$ cat src/rtl/ex_branch_redirect_ctrl_pkg.sv
// Shared types and constants for the execute-stage branch redirect controller.
package ex_branch_redirect_ctrl_pkg;

   localparam int unsigned PC_W       = 64;
   localparam int unsigned REG_IDX_W  = 6;
   localparam int unsigned FLUSH_CNT_W = 4;

   localparam logic [REG_IDX_W-1:0] LINK_REG = 6'd63;

   typedef enum logic [1:0] {
      ST_IDLE      = 2'd0,
      ST_FLUSH     = 2'd1,
      ST_REDIRECT  = 2'd2,
      ST_WAIT_LINK = 2'd3
   } redirect_state_e;

endpackage

$ cat src/rtl/ex_branch_redirect_ctrl_sat_counter.sv
// Saturating event counter; sticks at all-ones instead of wrapping.
module redirect_sat_counter #(
   parameter int unsigned W = 32
) (
   input  logic         clk,
   input  logic         rst_n,
   input  logic         inc,
   output logic [W-1:0] count
);

   logic [W-1:0] count_q;
   logic [W-1:0] count_d;

   always_comb begin
      count_d = count_q;
      if (inc && (count_q != {W{1'b1}})) begin
         count_d = count_q + W'(1);
      end
   end

   always_ff @(posedge clk or negedge rst_n) begin
      if (!rst_n) begin
         count_q <= '0;
      end else begin
         count_q <= count_d;
      end
   end

   assign count = count_q;

endmodule

$ cat src/rtl/ex_branch_redirect_ctrl.sv
// Taken-branch redirect sequencer: timed flush, fetch redirect handshake, r63 link writeback.
// Optional statistics counters are built when REDIRECT_STATS_EN is defined.
module ex_branch_redirect_ctrl
   import ex_branch_redirect_ctrl_pkg::*;
#(
   parameter int unsigned FLUSH_CYCLES = 2,
   parameter int unsigned CNT_W        = 32
) (
   input  logic                 clk,
   input  logic                 rst_n,
   input  logic                 do_jump,
   input  logic [PC_W-1:0]      jump_pc,
   input  logic [PC_W-1:0]      r63,
   input  logic                 r63_update,
   input  logic                 stall,
   output logic                 flush,
   output logic                 redirect_valid,
   output logic [PC_W-1:0]      redirect_pc,
   input  logic                 redirect_ready,
   output logic                 wb_req,
   output logic [REG_IDX_W-1:0] wb_addr,
   output logic [PC_W-1:0]      wb_data,
   input  logic                 wb_gnt,
   output logic                 dispatch_hold,
   output logic [CNT_W-1:0]     taken_count,
   output logic [CNT_W-1:0]     link_count,
   output logic [CNT_W-1:0]     dropped_count
);

   redirect_state_e        state_q, state_d;
   logic [FLUSH_CNT_W-1:0] fcnt_q, fcnt_d;
   logic [PC_W-1:0]        target_q, target_d;
   logic [PC_W-1:0]        link_data_q, link_data_d;
   logic                   link_pending_q, link_pending_d;
   logic                   flush_q, flush_d;
   logic                   redirect_valid_q, redirect_valid_d;
   logic                   link_fire;

   assign link_fire = link_pending_q & wb_gnt;

   always_ff @(posedge clk or negedge rst_n) begin
      if (!rst_n) begin
         state_q <= ST_IDLE;
      end else begin
         state_q <= state_d;
      end
   end

   // Next state plus target / link capture; link writeback runs beside the FSM.
   always_comb begin
      state_d        = state_q;
      fcnt_d         = fcnt_q;
      target_d       = target_q;
      link_data_d    = link_data_q;
      link_pending_d = link_pending_q;
      if (link_fire) begin
         link_pending_d = 1'b0;
      end
      case (state_q)
         ST_IDLE: begin
            if (do_jump) begin
               target_d = jump_pc & ~PC_W'(1);
               fcnt_d   = FLUSH_CNT_W'(FLUSH_CYCLES);
               state_d  = ST_FLUSH;
               if (r63_update) begin
                  link_data_d    = r63;
                  link_pending_d = 1'b1;
               end
            end
         end
         ST_FLUSH: begin
            if (!stall) begin
               if (fcnt_q <= FLUSH_CNT_W'(1)) begin
                  state_d = ST_REDIRECT;
               end else begin
                  fcnt_d = fcnt_q - FLUSH_CNT_W'(1);
               end
            end
         end
         ST_REDIRECT: begin
            if (redirect_valid_q && redirect_ready) begin
               state_d = link_pending_d ? ST_WAIT_LINK : ST_IDLE;
            end
         end
         ST_WAIT_LINK: begin
            if (!link_pending_d) begin
               state_d = ST_IDLE;
            end
         end
         default: state_d = ST_IDLE;
      endcase
   end

   // Outputs decoded from the next state so they leave flops aligned with the state.
   always_comb begin
      flush_d          = 1'b0;
      redirect_valid_d = 1'b0;
      flush_d          = (state_d == ST_FLUSH);
      redirect_valid_d = (state_d == ST_REDIRECT);
      dispatch_hold    = do_jump | (state_q != ST_IDLE) | link_pending_q;
   end

   always_ff @(posedge clk or negedge rst_n) begin
      if (!rst_n) begin
         fcnt_q           <= '0;
         target_q         <= '0;
         link_data_q      <= '0;
         link_pending_q   <= 1'b0;
         flush_q          <= 1'b0;
         redirect_valid_q <= 1'b0;
      end else begin
         fcnt_q           <= fcnt_d;
         target_q         <= target_d;
         link_data_q      <= link_data_d;
         link_pending_q   <= link_pending_d;
         flush_q          <= flush_d;
         redirect_valid_q <= redirect_valid_d;
      end
   end

   assign flush          = flush_q;
   assign redirect_valid = redirect_valid_q;
   assign redirect_pc    = target_q;
   assign wb_req         = link_pending_q;
   assign wb_addr        = LINK_REG;
   assign wb_data        = link_data_q;

`ifdef REDIRECT_STATS_EN
   logic taken_inc;
   logic drop_inc;

   assign taken_inc = do_jump & (state_q == ST_IDLE);
   assign drop_inc  = do_jump & (state_q != ST_IDLE);

   redirect_sat_counter #(.W(CNT_W)) u_taken_cnt (
      .clk   (clk),
      .rst_n (rst_n),
      .inc   (taken_inc),
      .count (taken_count)
   );

   redirect_sat_counter #(.W(CNT_W)) u_link_cnt (
      .clk   (clk),
      .rst_n (rst_n),
      .inc   (link_fire),
      .count (link_count)
   );

   redirect_sat_counter #(.W(CNT_W)) u_dropped_cnt (
      .clk   (clk),
      .rst_n (rst_n),
      .inc   (drop_inc),
      .count (dropped_count)
   );
`else
   assign taken_count   = '0;
   assign link_count    = '0;
   assign dropped_count = '0;
`endif

endmodule

$ cat config.mk
export PLATFORM = sky130hd
export DESIGN_NAME = ex_branch_redirect_ctrl
export DESIGN_NICKNAME = d
export VERILOG_FILES = /design/src/rtl/ex_branch_redirect_ctrl_pkg.sv /design/src/rtl/ex_branch_redirect_ctrl_sat_counter.sv /design/src/rtl/ex_branch_redirect_ctrl.sv
export SDC_FILE = /design/constraint.sdc
export NUM_CORES = 1
export LEC_CHECK = 0
export CAP_MARGIN = 10
export CORE_AREA = 2 2 143 145
export CTS_BUF_LIST = sky130_fd_sc_hd__clkbuf_4 sky130_fd_sc_hd__clkbuf_8 sky130_fd_sc_hd__clkbuf_16
export CTS_CLUSTER_SIZE = 40
export DETAILED_ROUTE_END_ITERATION = 8
export DIE_AREA = 0 0 145 147
export HOLD_SLACK_MARGIN = 0.05
export PLACE_DENSITY = 0.68
export SETUP_SLACK_MARGIN = 0.5
export SLEW_MARGIN = 20
export SYNTH_ARGS = -nofsm -noshare
export SYNTH_HDL_FRONTEND = slang
export SYNTH_SLANG_ARGS = --single-unit
export TNS_END_PERCENT = 50
$ cat constraint.sdc
create_clock -name clk -period 4.51 [get_ports clk]
set_clock_uncertainty 0.1 [all_clocks]
set_input_delay 0.6765 -clock clk [delete_from_list [all_inputs] [get_ports clk]]
set_output_delay 0.6765 -clock clk [all_outputs]
set_load 0.01 [all_outputs]
Word level (Yosys, flattened, before mapping)
Cells that the tools add are included.
Operators by class
  $add $sub $neg: 1
  order comparisons: 1
  equality and inequality tests: 8
  mux-type cells: 15
  bitwise operators: 3
  reduce and logical (&&, ||, !) cells: 7
Operators with widths (number)
  $mux 2: 6
  $mux 4: 3
  $pmux 2 s4: 1
  $pmux 4 s2: 1
  $eq 2x2->1 const B: 3
  $ne 2x2->1 const B: 3
  $eq 2x1->1 const B: 2
  $le 4x1->1 const B: 1
  $mux 1: 4
  $reduce_and 4->1: 1
  $reduce_bool 2->1: 2
  $sub 4x1->4 const B: 1
  $reduce_and 3->1: 1
  $logic_not 2->1: 1
  $or 1x1->1: 2
  $reduce_and 2->1: 1
  $and 1x1->1: 1
  $logic_and 1x1->1: 1
Word-level totals
  flip-flop bits (word level): 136
  input port bits: 135
  output and inout port bits: 234
  word-level logic and storage cells: 42

Logic depth before layout (Yosys ltp)
Gate-level depths: netlist (run 1).
  depth after elaboration: 6
  mapped depth: 6
  mapped depth without buffers: 6

Worst setup path before layout (run 1)
No wires, ideal clock.
  path kind: input to register
  start point: input do_jump
  end point: register link_data_q[0], in the netlist wb_data[0]
  setup time: 0.125 ns
  data arrival time: 1.683 ns
  required time: 4.285 ns
  path slack: 2.602 ns
  stages: 5
  path buffers: 2
  cells stage by stage: nor3b_2 > and2_1 > buf_2 > buf_4 > mux2_2
On the way
  cells in the longest elaborated chain, start to end: 1
RTL lines
  start: declaration: line ex_branch_redirect_ctrl.sv:11  | input logic do_jump,
  $reduce_and 3->1 (no source line)
  end signal: assignment: line ex_branch_redirect_ctrl.sv:114  | link_data_q <= link_data_d;
  end: declaration: line ex_branch_redirect_ctrl.sv:33  | logic [PC_W-1:0] link_data_q, link_data_d;
No other way between the ends.
A chain may end at the register's enable or synchronous reset.

Worst setup path in the final report (run 1)
  start point: input do_jump
  end point: output dispatch_hold
On the way
  cells in the longest elaborated chain, start to end: 2
RTL lines
  $or 1x1->1 (2 in a row): line ex_branch_redirect_ctrl.sv:100  | dispatch_hold = do_jump | (state_q != ST_IDLE) | link_pending_q;
  end: declaration: line ex_branch_redirect_ctrl.sv:24  | output logic dispatch_hold,
No other way between the ends.

==> flow_results.xml, run 1 <==
<?xml version="1.0" encoding="UTF-8"?>
<metrics>
  <group name="setup_path">
    <metric name="slowest_delay" unit="ns">0.50</metric>
    <metric name="worst_ep_arrival_time" unit="ns">2.05</metric>
    <metric name="r2r_setup_slack" unit="ns">2.26</metric>
    <metric name="timing.critical_path.buf_inv" unit="">2</metric>
    <metric name="crit_fanout" unit="">4</metric>
    <metric name="timing.critical_path.cells" unit="">clkdlybuf4s50_1 &gt; or4_1 &gt; clkdlybuf4s50_1</metric>
    <metric name="critPathRequiredTime" unit="ns">3.73</metric>
    <metric name="worstSetupEndpointType" unit="">output port</metric>
    <metric name="r2r_cells" unit="">4</metric>
    <metric name="worst_path_most_repeated_cell" unit="">sky130_fd_sc_hd__clkdlybuf4s50_1</metric>
    <metric name="critical_path.reg2reg.startpoint" unit="">state_q[1]</metric>
    <metric name="cell_with_the_largest_stage_delay_on_the_worst_path" unit="">sky130_fd_sc_hd__clkdlybuf4s50_1</metric>
    <metric name="startpoint_type" unit="">primary input</metric>
    <metric name="worst_path_dominant_cell_family" unit="">buffers and inverters</metric>
    <metric name="crit_type" unit="">primary input to output port</metric>
    <metric name="rr_endpoint" unit="">wb_data[53]</metric>
  </group>
  <group name="die">
    <metric name="rows" unit="">52</metric>
    <metric name="dieArea" unit="µm²">21300</metric>
    <metric name="core_footprint" unit="µm²">19800</metric>
    <metric name="floorplan.die.height" unit="µm">147</metric>
    <metric name="floorplan.die.width" unit="µm">145</metric>
    <metric name="initial_utilization" unit="">0.301</metric>
    <metric name="pin_count" unit="">369</metric>
  </group>
  <group name="synth">
    <metric name="postSynthAreaPerCell" unit="µm²">14.2</metric>
    <metric name="synth-seq-cells" unit="">136</metric>
    <metric name="synth_sequential_area_ratio" unit="">0.570</metric>
    <metric name="post_synth_instance_area" unit="µm²">5970</metric>
    <metric name="post_synth_num_cell_types" unit="">33</metric>
    <metric name="ys_dominant_reg_cell" unit="">sky130_fd_sc_hd__dfrtp_1</metric>
    <metric name="synth_enable_flop_cells" unit="">0</metric>
    <metric name="postSynthCellCount" unit="">420</metric>
    <metric name="async_set_or_reset_register_ratio_after_synthesis" unit="">1.00</metric>
    <metric name="yosysWarningCount" unit="">0</metric>
  </group>
  <group name="timing">
    <metric name="max-slew-margin-rel" unit="">0.405</metric>
    <metric name="totalNegativeSetupSlack" unit="ns">0</metric>
    <metric name="worst_pin_slew" unit="ns">0.893</metric>
    <metric name="rsz0062_at_grt" unit="">false</metric>
    <metric name="tightest_hold_margin" unit="ns">0.223</metric>
    <metric name="fmaxAchievable" unit="MHz">354</metric>
    <metric name="final_period_util" unit="">0.626</metric>
    <metric name="slew_violations" unit="">0</metric>
    <metric name="timing.final.crit_period" unit="ns">2.83</metric>
    <metric name="setup_viol" unit="">0</metric>
    <metric name="timing.final.hold_violations" unit="">0</metric>
  </group>
  <group name="global_route">
    <metric name="vias_in_the_first_global_route" unit="">4050</metric>
    <metric name="grt_start_max_net_pins" unit="">88</metric>
    <metric name="grtUsageMet1" unit="">0.142</metric>
    <metric name="global_route_wire_length_before_repair" unit="mm">21.6</metric>
    <metric name="overflow" unit="">0</metric>
    <metric name="grt_use_met3" unit="">0.0752</metric>
    <metric name="grt_antenna_before_repair" unit="">1</metric>
    <metric name="grt-busiest-layer" unit="">met2</metric>
    <metric name="globalRouteMet2Util" unit="">0.209</metric>
    <metric name="groute.usage.overall" unit="">0.129</metric>
  </group>
  <group name="power_and_ir_drop">
    <metric name="max-vdd-ir-drop" unit="V">0.000349</metric>
    <metric name="power-per-cell-area" unit="nW/µm²">675</metric>
    <metric name="p_total" unit="W">0.00613</metric>
    <metric name="power_leakage" unit="nW">3.89</metric>
  </group>
  <group name="cts">
    <metric name="tritoncts.num_buffers" unit="">17</metric>
    <metric name="insertion_delay" unit="ns">0.40</metric>
    <metric name="clock_transition_at_the_register_clock_pins_on_the_worst_setup_and_hold_paths_after_cts" unit="ns">0.06</metric>
    <metric name="post-cts-setup-buffers" unit="">0</metric>
    <metric name="cts.repair.resized" unit="">0</metric>
    <metric name="cts.root.buffer_cell" unit="">sky130_fd_sc_hd__clkbuf_16</metric>
    <metric name="htreeDepth" unit="">4</metric>
    <metric name="clock_tree_from_tritoncts" unit="">yes</metric>
    <metric name="post_cts_hold_buffer_count" unit="">0</metric>
    <metric name="clock_sink_count" unit="">136</metric>
    <metric name="max-clock-path-buffers" unit="">2</metric>
  </group>
  <group name="cells_and_area">
    <metric name="area.growth.synth_to_final" unit="%">52.2</metric>
    <metric name="num-nets-final" unit="">826</metric>
    <metric name="final.fill_count" unit="">1829</metric>
    <metric name="layout.cells.most_common" unit="">sky130_fd_sc_hd__clkdlybuf4s50_1</metric>
    <metric name="final_layout_size_suffix_gt1_frac" unit="">0.241</metric>
    <metric name="most_frequent_cells_in_the_layout" unit="">263 x sky130_fd_sc_hd__clkdlybuf4s50_1, 136 x sky130_fd_sc_hd__dfrtp_1, 123 x sky130_fd_sc_hd__mux2_2</metric>
  </group>
  <group name="route">
    <metric name="totalWireLength" unit="mm">13.7</metric>
    <metric name="vias_per_cell" unit="">4.00</metric>
    <metric name="postRouteAntennaNets" unit="">0</metric>
    <metric name="drtIter0Drc" unit="">103</metric>
    <metric name="wl_per_cell" unit="µm">14.0</metric>
    <metric name="vias" unit="">3891</metric>
    <metric name="detailedRoute.firstPassIterationCount" unit="">4</metric>
    <metric name="remaining_drc_errors" unit="">0</metric>
  </group>
  <group name="placement">
    <metric name="dp_hpwl" unit="mm">9.84</metric>
    <metric name="numPortBuffers" unit="">264</metric>
    <metric name="gp_congestion" unit="">0.707</metric>
  </group>
  <group name="outcome">
    <metric name="outcome" unit="">finished clean</metric>
  </group>
  <group name="run">
    <metric name="cap_violations" unit="">0</metric>
  </group>
  <group name="worst_hold_path">
    <metric name="class_of_the_most_critical_hold_timing_path" unit="">primary input to async pin</metric>
  </group>
</metrics>
## Yosys cell counts, types with 2 or more instances
library cell | instances | area (µm²)
sky130_fd_sc_hd__ha_1 | 2 | 25.0
sky130_fd_sc_hd__a21oi_1 | 3 | 15.0
sky130_fd_sc_hd__buf_4 | 108 | 811
sky130_fd_sc_hd__conb_1 | 2 | 7.51
sky130_fd_sc_hd__o21ai_0 | 2 | 10.0
sky130_fd_sc_hd__dfrtp_1 | 136 | 3400
sky130_fd_sc_hd__mux2_1 | 4 | 45.0
sky130_fd_sc_hd__buf_2 | 10 | 50.1
sky130_fd_sc_hd__mux2_2 | 123 | 1390
sky130_fd_sc_hd__nor2_1 | 4 | 15.0
sky130_fd_sc_hd__inv_1 | 2 | 7.51
sky130_fd_sc_hd__nand3b_1 | 2 | 15.0
sky130_fd_sc_hd__or3_1 | 2 | 12.5
## report_power, final
part	switching (W)	internal, W
combinational	0.000950	0.00165
sequential	0.000315	0.00183
clock	0.000548	0.000841
## area by class of cell
| cell class | count | area, µm² | share of cell area |
|---|---|---|---|
| Timing Repair Buffer | 268 | 2670 | 0.294 |
| Tap cell | 270 | 338 | 0.0372 |
| Inverter | 2 | 7.51 | 0.000826 |
| Antenna cell | 1 | 2.50 | 0.000275 |
| Multi-Input combinational cell | 264 | 2080 | 0.228 |
| Clock inverter | 13 | 143 | 0.0157 |
| Sequential cell | 136 | 3400 | 0.374 |
| Clock buffer | 19 | 447 | 0.0491 |
## flip-flops by register name, summed over array words and instances (netlist names)
| name | count |
|---|---|
| wb_req | 1 |
| flush | 1 |
| state_q | 2 |
| redirect_pc | 63 |
| wb_data | 64 |
| fcnt_q | 4 |
| redirect_valid | 1 |
## through the flow
| step | util | area, µm² | setup WS, ns | std cells |
|---|---|---|---|---|
| final | 0.458 | 9090 | 1.68 | 973 |
| after global routing | 0.458 | 9090 | 1.64 | 972 |
| after global placement | 0.428 | 8500 | 1.55 | 940 |
| after CTS | 0.458 | 9090 | 1.67 | 972 |
| after floorplan | - | 6350 | 2.60 | 521 |
| after detailed placement | 0.428 | 8500 | 1.55 | 940 |
## kinds of logic after synthesis
kind of cell | synth area share
XOR/XNOR | 0.00147
other | 0.00126
buffers and inverters | 0.147
flip-flops | 0.570
AO/OA/AOI/OAI | 0.0142
multiplexers | 0.239
AND/OR/NAND/NOR | 0.0224
adder cells (fa/ha/maj) | 0.00419
## layer usage
layer / part of all wire / up-vias
met1: 0.39 / 1902
met4: 0.0094 / 0
met3: 0.13 / 6
met5: 0 / -
met2: 0.48 / 218
li1: - / 1765
## how the worst max path moves through the flow
stage | startpoint | to | slack, ns | cells after the start
detailed placement | do_jump | wb_data[29] | 1.55 | 5
floorplan | do_jump | wb_data[0] | 2.60 | 5
finish | do_jump | dispatch_hold | 1.68 | 3
global placement | do_jump | wb_data[56] | 1.55 | 5
global route | do_jump | dispatch_hold | 1.64 | 3
CTS | do_jump | dispatch_hold | 1.67 | 3
No activity file was read; power rests on OpenSTA's default activity.
==> run 2: changes to the inputs <==
--- a/config.mk
+++ b/config.mk
@@ -6,13 +6,13 @@
 export NUM_CORES = 1
 export LEC_CHECK = 0
 export CAP_MARGIN = 10
-export CORE_AREA = 2 2 143 145
+export CORE_AREA = 2 2 142 144
 export CTS_BUF_LIST = sky130_fd_sc_hd__clkbuf_4 sky130_fd_sc_hd__clkbuf_8 sky130_fd_sc_hd__clkbuf_16
 export CTS_CLUSTER_SIZE = 40
 export DETAILED_ROUTE_END_ITERATION = 8
-export DIE_AREA = 0 0 145 147
+export DIE_AREA = 0 0 144 146
 export HOLD_SLACK_MARGIN = 0.05
-export PLACE_DENSITY = 0.68
+export PLACE_DENSITY = 0.69
 export SETUP_SLACK_MARGIN = 0.5
 export SLEW_MARGIN = 20
 export SYNTH_ARGS = -nofsm -noshare
==> constraint.sdc (replaced) <==
create_clock -name clk -period 2.8 [get_ports clk]
set_clock_uncertainty 0.1 [all_clocks]
set_input_delay 0.42 -clock clk [delete_from_list [all_inputs] [get_ports clk]]
set_output_delay 0.42 -clock clk [all_outputs]
set_load 0.01 [all_outputs]
==> flow_results.xml, run 2 (synthesized netlist as in run 1, its figures left out) <==
<?xml version="1.0" encoding="UTF-8"?>
<metrics>
  <group name="outcome">
    <metric name="outcome" unit="">finished clean</metric>
  </group>
  <group name="setup_path">
    <metric name="crit_type" unit="">register to output port</metric>
    <metric name="worstSetupEndpointType" unit="">output port</metric>
    <metric name="r2r_setup_slack" unit="ns">0.75</metric>
    <metric name="critical_path.reg2reg.startpoint" unit="">state_q[1]</metric>
    <metric name="worst_ep_arrival_time" unit="ns">1.61</metric>
    <metric name="critPathRequiredTime" unit="ns">2.28</metric>
    <metric name="worstSetupStartpoint" unit="">state_q[1]</metric>
    <metric name="crit_fanout" unit="">2</metric>
    <metric name="startpoint_type" unit="">register</metric>
  </group>
  <group name="power_and_ir_drop">
    <metric name="power_leakage" unit="nW">3.94</metric>
    <metric name="power.switching" unit="W">0.00299</metric>
    <metric name="share_clk_of_total_power" unit="">0.235</metric>
    <metric name="power.switching_fraction" unit="">0.297</metric>
    <metric name="power-per-cell-area" unit="nW/µm²">1090</metric>
    <metric name="internal_dissipation" unit="W">0.00708</metric>
    <metric name="seq_power_share" unit="">0.344</metric>
    <metric name="max-vdd-ir-drop" unit="V">0.000473</metric>
    <metric name="power_frac_comb" unit="">0.421</metric>
  </group>
  <group name="global_route">
    <metric name="grt_start_max_net_pins" unit="">67</metric>
    <metric name="grt_antenna_before_repair" unit="">0</metric>
    <metric name="global_route_wire_length_before_repair" unit="mm">21.7</metric>
    <metric name="overflow" unit="">0</metric>
    <metric name="vias_in_the_first_global_route" unit="">3983</metric>
    <metric name="groute.usage.overall" unit="">0.135</metric>
  </group>
  <group name="placement">
    <metric name="dpl-instance-area" unit="µm²">8560</metric>
    <metric name="gp_congestion" unit="">0.723</metric>
    <metric name="dpl.cell_count" unit="">940</metric>
    <metric name="dp_hpwl" unit="mm">10.7</metric>
    <metric name="numPortBuffers" unit="">264</metric>
  </group>
  <group name="timing">
    <metric name="final_period_util" unit="">0.762</metric>
    <metric name="worst_pin_slew" unit="ns">0.655</metric>
    <metric name="totalNegativeSetupSlack" unit="ns">0</metric>
    <metric name="slew_violations" unit="">0</metric>
    <metric name="setup_viol" unit="">0</metric>
    <metric name="fmaxAchievable" unit="MHz">468</metric>
    <metric name="timing.final.crit_period" unit="ns">2.13</metric>
    <metric name="max-slew-margin-rel" unit="">0.563</metric>
    <metric name="timing.final.hold_violations" unit="">0</metric>
    <metric name="rsz0062_at_grt" unit="">false</metric>
  </group>
  <group name="cells_and_area">
    <metric name="most_frequent_cells_in_the_layout" unit="">262 x sky130_fd_sc_hd__clkdlybuf4s50_1, 134 x sky130_fd_sc_hd__dfrtp_1, 123 x sky130_fd_sc_hd__mux2_2</metric>
    <metric name="area.growth.synth_to_final" unit="%">54.0</metric>
    <metric name="antenna_cells" unit="">0</metric>
    <metric name="layout.cells.most_common" unit="">sky130_fd_sc_hd__clkdlybuf4s50_1</metric>
    <metric name="layoutNonFillerInstCount" unit="">975</metric>
    <metric name="final.fill_count" unit="">1780</metric>
    <metric name="postLayoutCellArea" unit="µm²">9200</metric>
    <metric name="multi_input_area" unit="µm²">2080</metric>
    <metric name="final_layout_size_suffix_gt1_frac" unit="">0.251</metric>
    <metric name="num-nets-final" unit="">834</metric>
    <metric name="largest_reg_flops" unit="">64</metric>
    <metric name="layout.area.seq" unit="µm²">3410</metric>
  </group>
  <group name="cts">
    <metric name="insertion_delay" unit="ns">0.41</metric>
    <metric name="clock_transition_at_the_register_clock_pins_on_the_worst_setup_and_hold_paths_after_cts" unit="ns">0.06</metric>
    <metric name="htreeDepth" unit="">4</metric>
    <metric name="tritoncts.num_buffers" unit="">17</metric>
    <metric name="clock_tree_from_tritoncts" unit="">yes</metric>
    <metric name="clock_sink_count" unit="">136</metric>
    <metric name="max-clock-path-buffers" unit="">2</metric>
    <metric name="cts.root.buffer_cell" unit="">sky130_fd_sc_hd__clkbuf_16</metric>
  </group>
  <group name="route">
    <metric name="wl_per_cell" unit="µm">14.6</metric>
    <metric name="remaining_drc_errors" unit="">0</metric>
    <metric name="detailed_route_wire_length_on_metal_1" unit="mm">5.38</metric>
    <metric name="totalWireLength" unit="mm">14.3</metric>
    <metric name="routed.top_layer" unit="">met4</metric>
    <metric name="vias" unit="">3902</metric>
    <metric name="vias_per_cell" unit="">4.00</metric>
    <metric name="detailedRoute.firstPassIterationCount" unit="">4</metric>
    <metric name="drtIter0Drc" unit="">117</metric>
    <metric name="postRouteAntennaNets" unit="">0</metric>
    <metric name="detailroute.wirelength.met3" unit="mm">1.77</metric>
    <metric name="met2_routed_wirelength" unit="mm">6.91</metric>
  </group>
  <group name="die">
    <metric name="core_footprint" unit="µm²">19300</metric>
    <metric name="initial_utilization" unit="">0.309</metric>
    <metric name="floorplan.die.width" unit="µm">144</metric>
    <metric name="rows" unit="">51</metric>
    <metric name="floorplan.die.height" unit="µm">146</metric>
    <metric name="pin_count" unit="">369</metric>
    <metric name="dieArea" unit="µm²">21000</metric>
  </group>
  <group name="worst_hold_path">
    <metric name="class_of_the_most_critical_hold_timing_path" unit="">register to register</metric>
    <metric name="timing.hold.worst.start" unit="">wb_data[21]</metric>
  </group>
  <group name="run">
    <metric name="cap_violations" unit="">0</metric>
  </group>
</metrics>
[run 2: changes by cell type in the layout (fill, tap and decap cells not counted), moves of 2 or more]
cell                       before  now
sky130_fd_sc_hd__buf_4          4    9
sky130_fd_sc_hd__clkinv_2       3    0
sky130_fd_sc_hd__buf_12         0    2
sky130_fd_sc_hd__dfrtp_1      136  134
sky130_fd_sc_hd__dfrtp_2        0    2
sky130_fd_sc_hd__inv_6          4    6
[run 2: per-stage QoR]
stage | util | worst slack [ns] | hold slack, ns | total power (W)
2_1_floorplan | - | 1.06 | 0.0244 | 0.00538
3_3_place_gp | 0.443 | 0.368 | 0.369 | 0.00770
3_5_place_dp | 0.443 | 0.353 | 0.369 | 0.00777
4_1_cts | 0.476 | 0.650 | 0.389 | 0.0102
5_1_grt | 0.476 | 0.625 | 0.404 | 0.0107
6_report | 0.476 | 0.665 | 0.387 | 0.0101
[run 2: final cells by class]
class	count	area share
Timing Repair Buffer	276	0.300
Clock buffer	18	0.0470
Clock inverter	14	0.0203
Tap cell	265	0.0360
Sequential cell	136	0.370
Inverter	2	0.000816
Multi-Input combinational cell	264	0.226
[run 2: critical path: stages, from the launching register on]
cell and delay [ns]:
sky130_fd_sc_hd__dfrtp_2 0.41, sky130_fd_sc_hd__or4_1 0.50, sky130_fd_sc_hd__dlygate4sd2_1 0.30
[run 2: final timing paths]
kind	to	cells after the start
hold reg to reg	wb_data[21]	1
min in group asynchronous	wb_data[20]	2
max in group asynchronous	redirect_pc[20]	3
setup reg to reg	wb_data[58]	5
hold / removal	wb_data[21]	1
setup / recovery	dispatch_hold	2
[run 2: power groups by stage]
stage	clock network, W	registers [W]	logic [W]
after floorplan	0	0.00390	0.00148
after global placement	0	0.00349	0.00421
after detailed placement	0	0.00353	0.00425
after CTS	0.00244	0.00348	0.00431
after global routing	0.00253	0.00360	0.00454
final	0.00236	0.00346	0.00424
[run 2: timing repair]
item	4_1_cts	5_1_grt
gates resized for setup	3	0
setup buffers	2	0
endpoints found under the setup margin	1	0
endpoints found under the hold margin	61	0
hold buffers	1	0
[run 2: routing by layer]
layer,track usage,up-vias
met2,0.219,225
met1,0.152,1874
li1,-,1789
met3,0.0711,14
met5,0,-
met4,0.0417,0
